===== src/rtl/lsu_pkg.sv =====
// Shared definitions for the load/store unit: funct3 encodings and FSM state type.
package lsu_pkg;

  localparam logic [2:0] F3_B  = 3'b000;
  localparam logic [2:0] F3_H  = 3'b001;
  localparam logic [2:0] F3_W  = 3'b010;
  localparam logic [2:0] F3_BU = 3'b100;
  localparam logic [2:0] F3_HU = 3'b101;

  typedef enum logic [2:0] {
    IDLE   = 3'd0,
    LOAD   = 3'd1,
    RMW_RD = 3'd2,
    WRITE  = 3'd3,
    RESP   = 3'd4
  } lsu_state_t;

endpackage


===== src/rtl/lsu_align.sv =====
// Lane extraction/extension for loads, lane merge for sub-word stores, alignment check.
module lsu_align
  import lsu_pkg::*;
(
  input  logic [31:0] word,
  input  logic [1:0]  addr,
  input  logic [2:0]  funct3,
  input  logic [15:0] wdata,
  output logic [31:0] load_ext,
  output logic [31:0] store_merged,
  output logic        misaligned
);

  logic [31:0] shifted;
  logic [7:0]  byte_sel;
  logic [15:0] half_sel;

  always_comb begin
    shifted  = word >> {addr, 3'b000};
    byte_sel = shifted[7:0];
    half_sel = addr[1] ? word[31:16] : word[15:0];

    case (funct3)
      F3_B:    load_ext = {{24{byte_sel[7]}}, byte_sel};
      F3_BU:   load_ext = {24'h0, byte_sel};
      F3_H:    load_ext = {{16{half_sel[15]}}, half_sel};
      F3_HU:   load_ext = {16'h0, half_sel};
      F3_W:    load_ext = word;
      default: load_ext = 32'h0;
    endcase

    // Untouched lanes keep the value just read from memory.
    store_merged = word;
    case (funct3)
      F3_B: store_merged[{addr, 3'b000} +: 8] = wdata[7:0];
      F3_H: begin
        if (addr[1]) store_merged[31:16] = wdata;
        else         store_merged[15:0]  = wdata;
      end
      default: store_merged = word;
    endcase

    misaligned = (((funct3 == F3_H) || (funct3 == F3_HU)) && addr[0]) ||
                 ((funct3 == F3_W) && (addr != 2'b00));
  end

endmodule


===== src/rtl/load_store_unit.sv =====
// Load/store unit: one request in flight, word-only dmem, read-modify-write for sb/sh.
module load_store_unit
  import lsu_pkg::*;
#(
  parameter int MEM_WORDS = 64
) (
  input  logic        clk,
  input  logic        reset_n,
  input  logic        req_valid,
  output logic        req_ready,
  input  logic        req_we,
  input  logic [2:0]  req_funct3,
  input  logic [31:0] req_addr,
  input  logic [31:0] req_wdata,
  output logic        rsp_valid,
  output logic [31:0] rsp_rdata,
  output logic        rsp_err,
  output logic [31:0] mem_a,
  output logic        mem_we,
  output logic [31:0] mem_wd,
  input  logic [31:0] mem_rd
);

  localparam logic [31:0] ADDR_LIMIT = 32'(MEM_WORDS) << 2;

  lsu_state_t  state;
  logic [2:0]  f3_q;
  logic [31:0] addr_q;
  logic [15:0] wdata_q;
  logic [31:0] wr_data_q;
  logic [31:0] rdata_q;
  logic        err_q;

  logic [2:0]  align_f3;
  logic [1:0]  align_addr;
  logic [31:0] load_ext;
  logic [31:0] store_merged;
  logic        misaligned;
  logic        illegal;
  logic        req_error;
  logic        in_mem_phase;

  // In IDLE the aligner judges the incoming request; afterwards it works on the latched one.
  assign align_f3   = (state == IDLE) ? req_funct3    : f3_q;
  assign align_addr = (state == IDLE) ? req_addr[1:0] : addr_q[1:0];

  lsu_align u_align (
    .word         (mem_rd),
    .addr         (align_addr),
    .funct3       (align_f3),
    .wdata        (wdata_q),
    .load_ext     (load_ext),
    .store_merged (store_merged),
    .misaligned   (misaligned)
  );

  always_comb begin
    if (req_we) illegal = req_funct3[2] || (req_funct3 == 3'b011);
    else        illegal = (req_funct3 == 3'b011) || (req_funct3 == 3'b110) ||
                          (req_funct3 == 3'b111);
    req_error = illegal || misaligned || (req_addr >= ADDR_LIMIT);
  end

  assign in_mem_phase = (state == LOAD) || (state == RMW_RD) || (state == WRITE);
  assign req_ready    = (state == IDLE) && reset_n;
  assign rsp_valid    = (state == RESP) && reset_n;
  assign rsp_rdata    = reset_n ? rdata_q : 32'h0;
  assign rsp_err      = reset_n && err_q;
  assign mem_we       = (state == WRITE) && reset_n;
  assign mem_a        = (in_mem_phase && reset_n) ? {addr_q[31:2], 2'b00} : 32'h0;
  assign mem_wd       = mem_we ? wr_data_q : 32'h0;

  always_ff @(posedge clk) begin
    if (!reset_n) begin
      state     <= IDLE;
      f3_q      <= 3'b000;
      addr_q    <= 32'h0;
      wdata_q   <= 16'h0;
      wr_data_q <= 32'h0;
      rdata_q   <= 32'h0;
      err_q     <= 1'b0;
    end else begin
      case (state)
        IDLE: begin
          if (req_valid) begin
            f3_q      <= req_funct3;
            addr_q    <= req_addr;
            wdata_q   <= req_wdata[15:0];
            wr_data_q <= req_wdata;
            if (req_error) begin
              rdata_q <= 32'h0;
              err_q   <= 1'b1;
              state   <= RESP;
            end else if (req_we) begin
              state <= (req_funct3 == F3_W) ? WRITE : RMW_RD;
            end else begin
              state <= LOAD;
            end
          end
        end
        LOAD: begin
          rdata_q <= load_ext;
          err_q   <= 1'b0;
          state   <= RESP;
        end
        RMW_RD: begin
          wr_data_q <= store_merged;
          state     <= WRITE;
        end
        WRITE: begin
          rdata_q <= 32'h0;
          err_q   <= 1'b0;
          state   <= RESP;
        end
        RESP:    state <= IDLE;
        default: state <= IDLE;
      endcase
    end
  end

endmodule


===== config.mk =====
export PLATFORM = sky130hd
export DESIGN_NAME = load_store_unit
export DESIGN_NICKNAME = d
export VERILOG_FILES = /design/src/rtl/lsu_pkg.sv /design/src/rtl/lsu_align.sv /design/src/rtl/load_store_unit.sv
export SDC_FILE = /design/constraint.sdc
export NUM_CORES = 1
export LEC_CHECK = 0
export BUFFER_PORTS_ARGS = -buffer_cell sky130_fd_sc_hd__buf_2
export CAP_MARGIN = 5
export CORE_UTILIZATION = 40
export CTS_CLUSTER_SIZE = 25
export DETAILED_ROUTE_END_ITERATION = 16
export PLACE_DENSITY = 0.63
export REMOVE_ABC_BUFFERS = 1
export SYNTH_ARGS = -nofsm -noshare
export SYNTH_HDL_FRONTEND = slang
export SYNTH_SLANG_ARGS = --single-unit

===== constraint.sdc =====
create_clock -name clk -period 4.14 [get_ports clk]
set_input_delay 0.621 -clock clk [delete_from_list [all_inputs] [get_ports clk]]
set_output_delay 0.621 -clock clk [all_outputs]
set_load 0.1 [all_outputs]

==> metrics.md, run 1 <==
| Metric | Value |
|---|---|
| Status | `complete, no violations` |
| Clk_lat worst skew | `0.42 ns` |
| Min Hold Slack | `0.438 ns` |
| Worst r2r src | `state[0]$_SDFFE_PN0P_` |
| Longest Clk Path Bufs | `2` |
| Share of layout cells above drive strength 1 | `27.7%` |
| Fmax | `292 MHz` |
| Via count | `6845` |
| Critical setup path kind | `flop to flop` |
| Hold Crit Depth | `3` |
| Max-slew violation count | `0` |
| Routability cong. | `0.905` |
| Cts bufs inserted | `17` |
| FF+latch count, synth | `119` |
| Total Wirelength | `21700 um` |
| Worst-path fanout max | `22` |
| RSZ-0062 raised after global routing | `false` |
| Clk pin slew, worst setup/hold paths | `0.06 ns` |
| Diodes inserted | `0` |
| Final Non-Filler Cells | `1244` |
| Gr usage total | `25.6%` |
| Critical Path, Cell by Cell | `nor3_4 -> mux2i_2 -> ha_1 -> nor2_1 -> and4_1 -> a21oi_1 -> or2_2 -> a221oi_1` |
| Filler cells | `1538` |
| PortBufs | `200` |
| Overall power | `3.02 mW` |
| Die Ht | `131 um` |
| Chip width | `131 um` |
| WL/cell | `17.4 um` |
| Max-slew headroom | `29.9%` |
| Number of max-cap violations | `0` |
| Hold crit path type | `input port to flop` |
| YS warnings | `0` |
| Area grow syn2layout | `32.2%` |
| Post-placement setup slack | `0.820 ns` |
| Detailed Routing Iterations Pass 1 | `5` |
| P_leak | `3.94 nW` |
| Avg Inst Size Synth | `7.83 um2` |
| Number of synthesized flops with an enable pin | `0` |
| Crit-path max cell delay | `0.83 ns` |
| Rows | `46` |
| Pwr Density | `343 nW/um2` |
| Drt drc | `0` |
| Clk sinks | `119` |
| Peak supply drop | `0.292 mV` |
| Root buf cell | `clkbuf_16` |
| Vias/cell | `5.50` |
| Fin crit period | `3.42 ns` |
| Synthesized instance count | `849` |
| Final Skew | `0.0113 ns` |
| Crit path capture type | `flop` |
| Endpoints failing setup | `0` |
| Post-cts sizing count | `0` |
| R2R Setup Slk | `0.72 ns` |
| Final Hold Fails | `0` |
| Crit path DAT | `3.74 ns` |
| TNS Setup | `0 ns` |
| Slew @ Worst Pin | `1.05 ns` |
| Syn Std Cell Area | `6650 um2` |
| Initial Util | `41.4%` |
| Fin crit share | `82.6%` |
| Die Area | `17100 um2` |
| Multi-input gate area | `3830 um2` |
| Reg2reg end | `wr_data_q[20]$_SDFFE_PN0P_` |
| Post-route ant nets | `0` |
| I/O pin cnt | `203` |
| Dpl cells | `1212` |
| Pin count of the biggest net entering global routing | `76` |
| HPWL Detailed | `15400 um` |
| Post-synth ARST share | `0%` |
| Startpoint types | `flop` |
| WP buf/inv | `0` |
| Postcts setup bufs | `0` |
| Most used flip-flop cell after synthesis | `dfxtp_1` |
| Initial antenna violation count | `0` |
| Worst reg2reg path depth | `8` |
| Critical path's top delay family | `simple AND/OR/NAND/NOR gates` |
| Sequential Area | `2380 um2` |
| Hold Path Sink | `addr_q[2]$_SDFFE_PN0P_` |
| CTS tree | `done` |
| Sequential fraction of the synthesis area | `35.9%` |
| Hold Path Origin | `req_addr[2]` |
| Grt ovf | `0` |
| Number of global-route vias before repair | `6101` |
| Required @ worst endpoint | `4.46 ns` |
| First-pass GRT wire length | `33600 um` |
| CORE AREA | `16100 um2` |
| Layout Nets | `1121` |
| Drt initial violations | `732` |
| Synth cell types | `67` |
| Hold_buf cts | `0` |
| Critical path's slowest cell | `nor3_4` |
| Worst setup margin | `0.720 ns` |
| H-tree levels | `4` |
tightest hold or removal path, stage by stage:
cell and delay (ns):
buf_2 0.10, nand2_1 0.04, a21oi_1 0.05
metal layers:
layer  part of all wire (%)  GRT usage [%]  vias up
met4                    1.6           8.32        0
met5                      0              0        -
met2                     44           38.2      286
met3                    6.9           5.09       31
met1                     47           36.7     3181
li1                       -              -     3347
sequential cells by signal (all words and copies together) (netlist names):
name       count
addr_q        32
err_q          1
f3_q           3
rdata_q       32
state          3
wdata_q       16
wr_data_q     32
kinds of logic after synthesis:
| kind of cell | share of synthesized area [%] |
|---|---|
| buffers and inverters | 6.85 |
| other | 0.0564 |
| flip-flops | 35.9 |
| AND/OR/NAND/NOR | 25.4 |
| adder cells (fa/ha/maj) | 0.565 |
| multiplexers | 6.50 |
| AO/OA/AOI/OAI | 24.7 |
cell type report:
cell class | instances | area share [%]
clock buffer | 17 | 4.84
clock inverter | 15 | 1.37
inverter | 41 | 1.75
multi-input combinational | 622 | 43.6
sequential | 119 | 27.1
tap | 216 | 3.08
timing repair buffer | 214 | 18.2
worst max path at each step:
stage                     startpoint                          to  cells after the start
3_5_place_dp   state[0]$_SDFFE_PN0P_  wr_data_q[19]$_SDFFE_PN0P_                      8
3_3_place_gp   state[0]$_SDFFE_PN0P_  wr_data_q[16]$_SDFFE_PN0P_                      8
5_1_grt        state[0]$_SDFFE_PN0P_  wr_data_q[18]$_SDFFE_PN0P_                      8
6_report       state[0]$_SDFFE_PN0P_  wr_data_q[20]$_SDFFE_PN0P_                      8
4_1_cts        state[0]$_SDFFE_PN0P_  wr_data_q[18]$_SDFFE_PN0P_                      8
2_1_floorplan                reset_n                   mem_wd[0]                      4
power breakdown:
group | switching [mW] | leakage [nW] | internal [mW]
registers | 0.0433 | 0.973 | 1.20
clock network | 0.597 | 0.255 | 0.776
logic | 0.257 | 2.71 | 0.148
cells in the final DEF (no fill, tap or decap), types with 3 or more instances in the layout:
master / Yosys / final
nand2b_1: 9 / 9
ha_1: 3 / 3
dfxtp_1: 119 / 119
nand4_1: 4 / 4
inv_6: 0 / 6
nor2b_1: 13 / 13
and2_1: 64 / 63
o22ai_1: 17 / 17
clkinvlp_4: 0 / 5
o22a_1: 5 / 5
and3_1: 10 / 10
nor3b_1: 5 / 5
a21oi_1: 90 / 90
buf_12: 0 / 33
nor3_1: 9 / 9
o21ai_0: 16 / 16
o2111ai_1: 4 / 4
or2_2: 8 / 8
inv_1: 40 / 39
a311oi_1: 3 / 3
a211oi_1: 4 / 4
buf_4: 5 / 14
mux2i_2: 3 / 3
a22oi_1: 21 / 20
o211ai_1: 10 / 10
clkbuf_16: 0 / 17
nor2_1: 11 / 11
buf_2: 10 / 167
nand3_1: 5 / 5
mux2_2: 8 / 8
a31oi_1: 10 / 10
nor4_1: 7 / 7
a221oi_1: 37 / 37
nand2_1: 176 / 175
mux2i_1: 30 / 30
through the flow:
stage,utilization [%],instance area [um2]
floorplan,-,6350
global placement,51.3,8240
detailed placement,51.3,8240
CTS,54.7,8780
global route,54.7,8780
finish,54.7,8780
synthesized netlist by cell type (3+ instances only):
master     instances  area, um2
nand2_1          176        661
o21ai_0           16       80.1
buf_2             10       50.1
dfxtp_1          119       2380
o22ai_1           17        106
a21oi_1           90        450
ha_1               3       37.5
and2_1            64        400
a311oi_1           3       26.3
nor2_1            11       41.3
o211ai_1          10       75.1
mux2_2             8       90.1
nor3_1             9       45.0
mux2i_1           30        300
nor2b_1           13       81.3
clkbuf_1          48        180
a31oi_1           10       62.6
nor4_1             7       43.8
o22a_1             5       43.8
nand4_1            4       25.0
nand3_1            5       25.0
buf_4              5       37.5
a22oi_1           21        158
and3_1            10       62.6
nand2b_1           9       56.3
buf_1              3       11.3
nor3b_1            5       37.5
a211oi_1           4       30.0
o2111ai_1          4       35.0
or2_2              8       50.1
inv_1             40        150
mux2i_2            3       41.3
a221oi_1          37        324
(Power assumes the default switching activity.)
==> inputs of run 2 (changes only) <==
--- a/config.mk
+++ b/config.mk
@@ -10,7 +10,7 @@
 export CORE_UTILIZATION = 40
 export CTS_CLUSTER_SIZE = 25
 export DETAILED_ROUTE_END_ITERATION = 16
-export PLACE_DENSITY = 0.63
+export PLACE_DENSITY = 0.65
 export REMOVE_ABC_BUFFERS = 1
 export SYNTH_ARGS = -nofsm -noshare
 export SYNTH_HDL_FRONTEND = slang
==> constraint.sdc (replaced) <==
create_clock -name clk -period 2.8 [get_ports clk]
set_input_delay 0.42 -clock clk [delete_from_list [all_inputs] [get_ports clk]]
set_output_delay 0.42 -clock clk [all_outputs]
set_load 0.1 [all_outputs]
==> metrics.md, run 2 (synthesis results as in run 1) <==
| Metric | Value |
|---|---|
| P_leak | `4.15 nW` |
| Critical Path, Cell by Cell | `or4b_4 -> nand2_2 -> inv_2 -> ha_1 -> nor2_1 -> and4_1 -> a21oi_1 -> or2_2 -> a221oi_1` |
| Status | `complete, no violations` |
| Initial antenna violation count | `1` |
| Post-route cell area | `9470 um2` |
| Routability cong. | `0.870` |
| Startpoint types | `flop` |
| Clk_lat worst skew | `0.42 ns` |
| Total Wirelength | `22100 um` |
| Slew @ Worst Pin | `0.899 ns` |
| Min Hold Slack | `0.240 ns` |
| Vias/cell | `5.54` |
| Hold crit path type | `input port to flop` |
| Final Hold Fails | `0` |
| Fmax | `380 MHz` |
| Post-placement setup slack | `0.134 ns` |
| Critical path's slowest cell | `or4b_4` |
| HPWL Detailed | `16000 um` |
| R2R Setup Slk | `0.17 ns` |
| Fin crit share | `94.0%` |
| WP buf/inv | `1` |
| Required @ worst endpoint | `3.11 ns` |
| Clk sinks | `119` |
| Post-route ant nets | `0` |
| Final Non-Filler Cells | `1266` |
| Max-slew violation count | `0` |
| Longest Clk Path Bufs | `2` |
| Hold_buf cts | `0` |
| Layout Nets | `1142` |
| Commonest non-fill, non-tap cell in the layout | `nand2_1` |
| Most frequent cells in the layout | `nand2_1, buf_2, dfxtp_1, a21oi_1, buf_12` |
| Root buf cell | `clkbuf_16` |
| Gr usage total | `25.8%` |
| Clk pin slew, worst setup/hold paths | `0.06 ns` |
| Die Area | `17100 um2` |
| Max-slew headroom | `39.3%` |
| TNS Setup | `0 ns` |
| Post-cts sizing count | `0` |
| Worst-path fanout max | `12` |
| Rows | `46` |
| Die Ht | `131 um` |
| Peak supply drop | `0.498 mV` |
| Number of global-route vias before repair | `6286` |
| I/O pin cnt | `203` |
| Share of layout cells above drive strength 1 | `29.0%` |
| Biggest regs | `addr_q: 32 flops, rdata_q: 32 flops, wr_data_q: 32 flops` |
| Number of max-cap violations | `0` |
| H-tree levels | `4` |
| Pwr Density | `500 nW/um2` |
| Critical path's top delay family | `simple AND/OR/NAND/NOR gates` |
| CORE AREA | `16100 um2` |
| Grt ovf | `0` |
| Dpl cells | `1233` |
| CTS tree | `done` |
| Endpoints failing setup | `0` |
| WL/cell | `17.4 um` |
| Via count | `7011` |
| Overall power | `4.73 mW` |
| Pin count of the biggest net entering global routing | `76` |
| Fin crit period | `2.63 ns` |
| RSZ-0062 raised after global routing | `false` |
| Initial Util | `41.4%` |
| Crit-path max cell delay | `0.58 ns` |
| Critical setup path kind | `flop to flop` |
| Drt initial violations | `715` |
| Detailed Routing Iterations Pass 1 | `5` |
| Area grow syn2layout | `42.5%` |
| Dpl cell area | `8850 um2` |
| First-pass GRT wire length | `33900 um` |
| Crit path capture type | `flop` |
| Crit path DAT | `2.94 ns` |
| Final Skew | `0.00824 ns` |
| PortBufs | `200` |
| Worst setup margin | `0.167 ns` |
| Chip width | `131 um` |
| Core Util, Final | `59.0%` |
| Postcts setup bufs | `0` |
| Drt drc | `0` |
| Cts bufs inserted | `17` |
-- run 2: cell types whose count changed in the layout (fill, tap and decap cells not counted), sizes merged --
cell	previous run	this run
clkbuf	17	22
inv	48	41
buf	214	235
bufinv	0	3
clkinvlp	5	2
diode	0	1
clkinv	3	5
-- run 2: worst reg2reg max path: stages, from the launching register on --
cell and delay, ns:
dfxtp_1 0.42, or4b_4 0.58, nand2_2 0.10, inv_2 0.06
ha_1 0.22, nor2_1 0.10, and4_1 0.36, a21oi_1 0.10
or2_2 0.29, a221oi_1 0.30
-- run 2: layout make-up --
type,count,area [um2]
clock buffers,22,474
clock inverters,10,145
inverters,41,154
well taps,216,270
flip-flops and latches,119,2380
fillers,1427,6590
repair buffers,235,2220
diodes,1,2.50
multi-input cells,622,3820
-- run 2: worst paths after layout --
kind / from / to / cells after the start
worst min register to register: addr_q[26]$_SDFFE_PN0P_ / addr_q[26]$_SDFFE_PN0P_ / 2
worst max-delay path: state[2]$_SDFFE_PN0P_ / wr_data_q[21]$_SDFFE_PN0P_ / 9
worst max register to register: state[2]$_SDFFE_PN0P_ / wr_data_q[21]$_SDFFE_PN0P_ / 9
worst min-delay path: req_addr[6] / addr_q[6]$_SDFFE_PN0P_ / 3
-- run 2: where the power goes --
part / internal [mW] / total, mW / switching [mW] / leakage, nW
sequential: 1.77 / 1.83 / 0.0611 / 0.973
clock: 1.47 / 2.27 / 0.799 / 0.297
combinational: 0.239 / 0.629 / 0.391 / 2.88
total: 3.48 / 4.73 / 1.25 / 4.15
-- run 2: layer usage --
| layer | wire, um | global-route usage, % | up-vias |
|---|---|---|---|
| met3 | 1900 | 5.46 | 23 |
| met5 | 0 | 0 | - |
| met2 | 10000 | 39.0 | 329 |
| li1 | - | - | 3388 |
| met4 | 241 | 7.71 | 0 |
| met1 | 9910 | 36.6 | 3271 |
==> inputs of run 3 (changes only) <==
--- a/config.mk
+++ b/config.mk
@@ -7,10 +7,12 @@
 export LEC_CHECK = 0
 export BUFFER_PORTS_ARGS = -buffer_cell sky130_fd_sc_hd__buf_2
 export CAP_MARGIN = 5
-export CORE_UTILIZATION = 40
+export CELL_PAD_IN_SITES_DETAIL_PLACEMENT = 0
+export CELL_PAD_IN_SITES_GLOBAL_PLACEMENT = 1
+export CORE_UTILIZATION = 34
 export CTS_CLUSTER_SIZE = 25
 export DETAILED_ROUTE_END_ITERATION = 16
-export PLACE_DENSITY = 0.65
+export PLACE_DENSITY = 0.76
 export REMOVE_ABC_BUFFERS = 1
 export SYNTH_ARGS = -nofsm -noshare
 export SYNTH_HDL_FRONTEND = slang
==> metrics.md, run 3 (synthesis results as in run 1) <==
| Metric | Value |
|---|---|
| Status | `complete, no violations` |
| Die Ht | `142 um` |
| Max-slew violation count | `0` |
| Met1 usage | `32.4%` |
| First-pass GRT wire length | `36200 um` |
| Required @ worst endpoint | `3.12 ns` |
| HPWL Detailed | `17100 um` |
| Max-slew headroom | `34.3%` |
| Routability cong. | `0.895` |
| Met2 usage | `36.3%` |
| Initial Util | `35.1%` |
| CTS tree | `done` |
| Final Skew | `0.00736 ns` |
| Rows | `50` |
| RSZ-0062 raised after global routing | `false` |
| Slew @ Worst Pin | `0.973 ns` |
| Worst-path fanout max | `9` |
| Hold crit path type | `input port to flop` |
| Drt initial violations | `601` |
| Grt ovf | `0` |
| Min Hold Slack | `0.236 ns` |
| Final Hold Fails | `0` |
| Die Area | `20100 um2` |
| Grt met3 use | `5.03%` |
| Fin crit share | `94.4%` |
| Peak supply drop | `0.414 mV` |
| Clk pin slew, worst setup/hold paths | `0.06 ns` |
| Pin count of the biggest net entering global routing | `76` |
| Startpoint types | `flop` |
| Commonest non-fill, non-tap cell in the layout | `nand2_1` |
| Crit path capture type | `flop` |
| Longest Clk Path Bufs | `2` |
| Clk sinks | `119` |
| Biggest regs | `addr_q: 32 flops, rdata_q: 32 flops, wr_data_q: 32 flops` |
| Cts bufs inserted | `17` |
| TNS Setup | `0 ns` |
| Gr usage total | `23.5%` |
| Share of layout cells above drive strength 1 | `29.6%` |
| Vias/cell | `5.25` |
| Clk_lat worst skew | `0.42 ns` |
| PortBufs | `200` |
| Drt drc | `0` |
| Diodes inserted | `0` |
| Root buf cell | `clkbuf_16` |
| Critical setup path kind | `flop to flop` |
| Crit path DAT | `2.96 ns` |
| Pwr Density | `495 nW/um2` |
| Fin crit period | `2.64 ns` |
| Layout Nets | `1148` |
| GRT Max-Usage Layer | `met2` |
| I/O pin cnt | `203` |
| Number of global-route vias before repair | `6410` |
| Total Wirelength | `23400 um` |
| Fmax | `378 MHz` |
| CORE AREA | `19000 um2` |
| H-tree levels | `4` |
| WL/cell | `17.8 um` |
| Hold_buf cts | `0` |
| Via count | `6899` |
| Post-route ant nets | `0` |
| Core Util, Final | `50.6%` |
| Endpoints failing setup | `0` |
| Detailed Routing Iterations Pass 1 | `5` |
| Initial antenna violation count | `0` |
| Number of max-cap violations | `0` |
| P_leak | `4.18 nW` |
| Chip width | `142 um` |
| Area grow syn2layout | `44.5%` |
| Most frequent cells in the layout | `nand2_1, buf_2, dfxtp_1, a21oi_1, buf_12` |
run 3: changes by cell type in the layout (fill, tap and decap cells not counted):
cell        before  now
o31ai_4          0    1
inv_6            0    1
buf_4           34   38
clkinv_4         4    0
clkbuf_1         2    1
diode_2          1    0
clkinv_2         1    2
buf_12          64   66
clkinvlp_4       2    5
and4_1           1    0
and4_2           0    1
o31ai_2          1    0
run 3: layout make-up:
cell class	count	area, um2
Tap cell	260	325
Timing Repair Buffer	241	2290
Clock inverter	11	146
Sequential cell	119	2380
Inverter	41	154
Multi-Input combinational cell	622	3830
Clock buffer	21	470
Fill cell	1866	9360
run 3: power by group:
part	switching (mW)	leakage, nW	total, mW	internal, mW
registers	0.0620	0.973	1.83	1.77
clock network	0.805	0.288	2.27	1.47
logic	0.400	2.92	0.649	0.249
total	1.27	4.18	4.75	3.49
run 3: worst paths after layout:
path / from / end / slack [ns] / cells past startpoint
max reg2reg: state[1]$_SDFFE_PN0P_ / wr_data_q[21]$_SDFFE_PN0P_ / 0.16 / 9
min: req_addr[5] / addr_q[5]$_SDFFE_PN0P_ / 0.24 / 3
max: state[1]$_SDFFE_PN0P_ / wr_data_q[21]$_SDFFE_PN0P_ / 0.16 / 9
min reg2reg: addr_q[4]$_SDFFE_PN0P_ / addr_q[4]$_SDFFE_PN0P_ / 0.45 / 2
run 3: repair_timing:
| action | 4_1_cts | 5_1_grt |
|---|---|---|
| buffers inserted | 0 | 2 |
| gates resized for setup | 0 | 2 |
| setup endpoints to repair | 0 | 6 |
run 3: critical path, cell delays in order, from the launching register on:
cell	delay (ns)
dfxtp_1	0.42
or4b_4	0.61
nand2_2	0.11
inv_2	0.06
ha_1	0.20
nor2_1	0.11
and4_2	0.36
a21oi_1	0.09
or2_2	0.28
a221oi_1	0.29
run 3: routing by layer:
layer / vias to the layer above / share of wire (%)
met4: 0 / 1.6
met5: - / 0
met1: 3248 / 46
li1: 3407 / -
met2: 217 / 46
met3: 27 / 6.3
run 3: through the flow:
stage                     cells  area (um2)  setup WS, ns  power (mW)
after floorplan             782        6350         -1.09        2.20
after global placement     1281        8960         0.149        2.50
after detailed placement   1281        8960        0.0886        2.50
after CTS                  1313        9580         0.127        4.78
after global routing       1315        9600       0.00342        4.92
final                      1315        9600         0.158        4.75
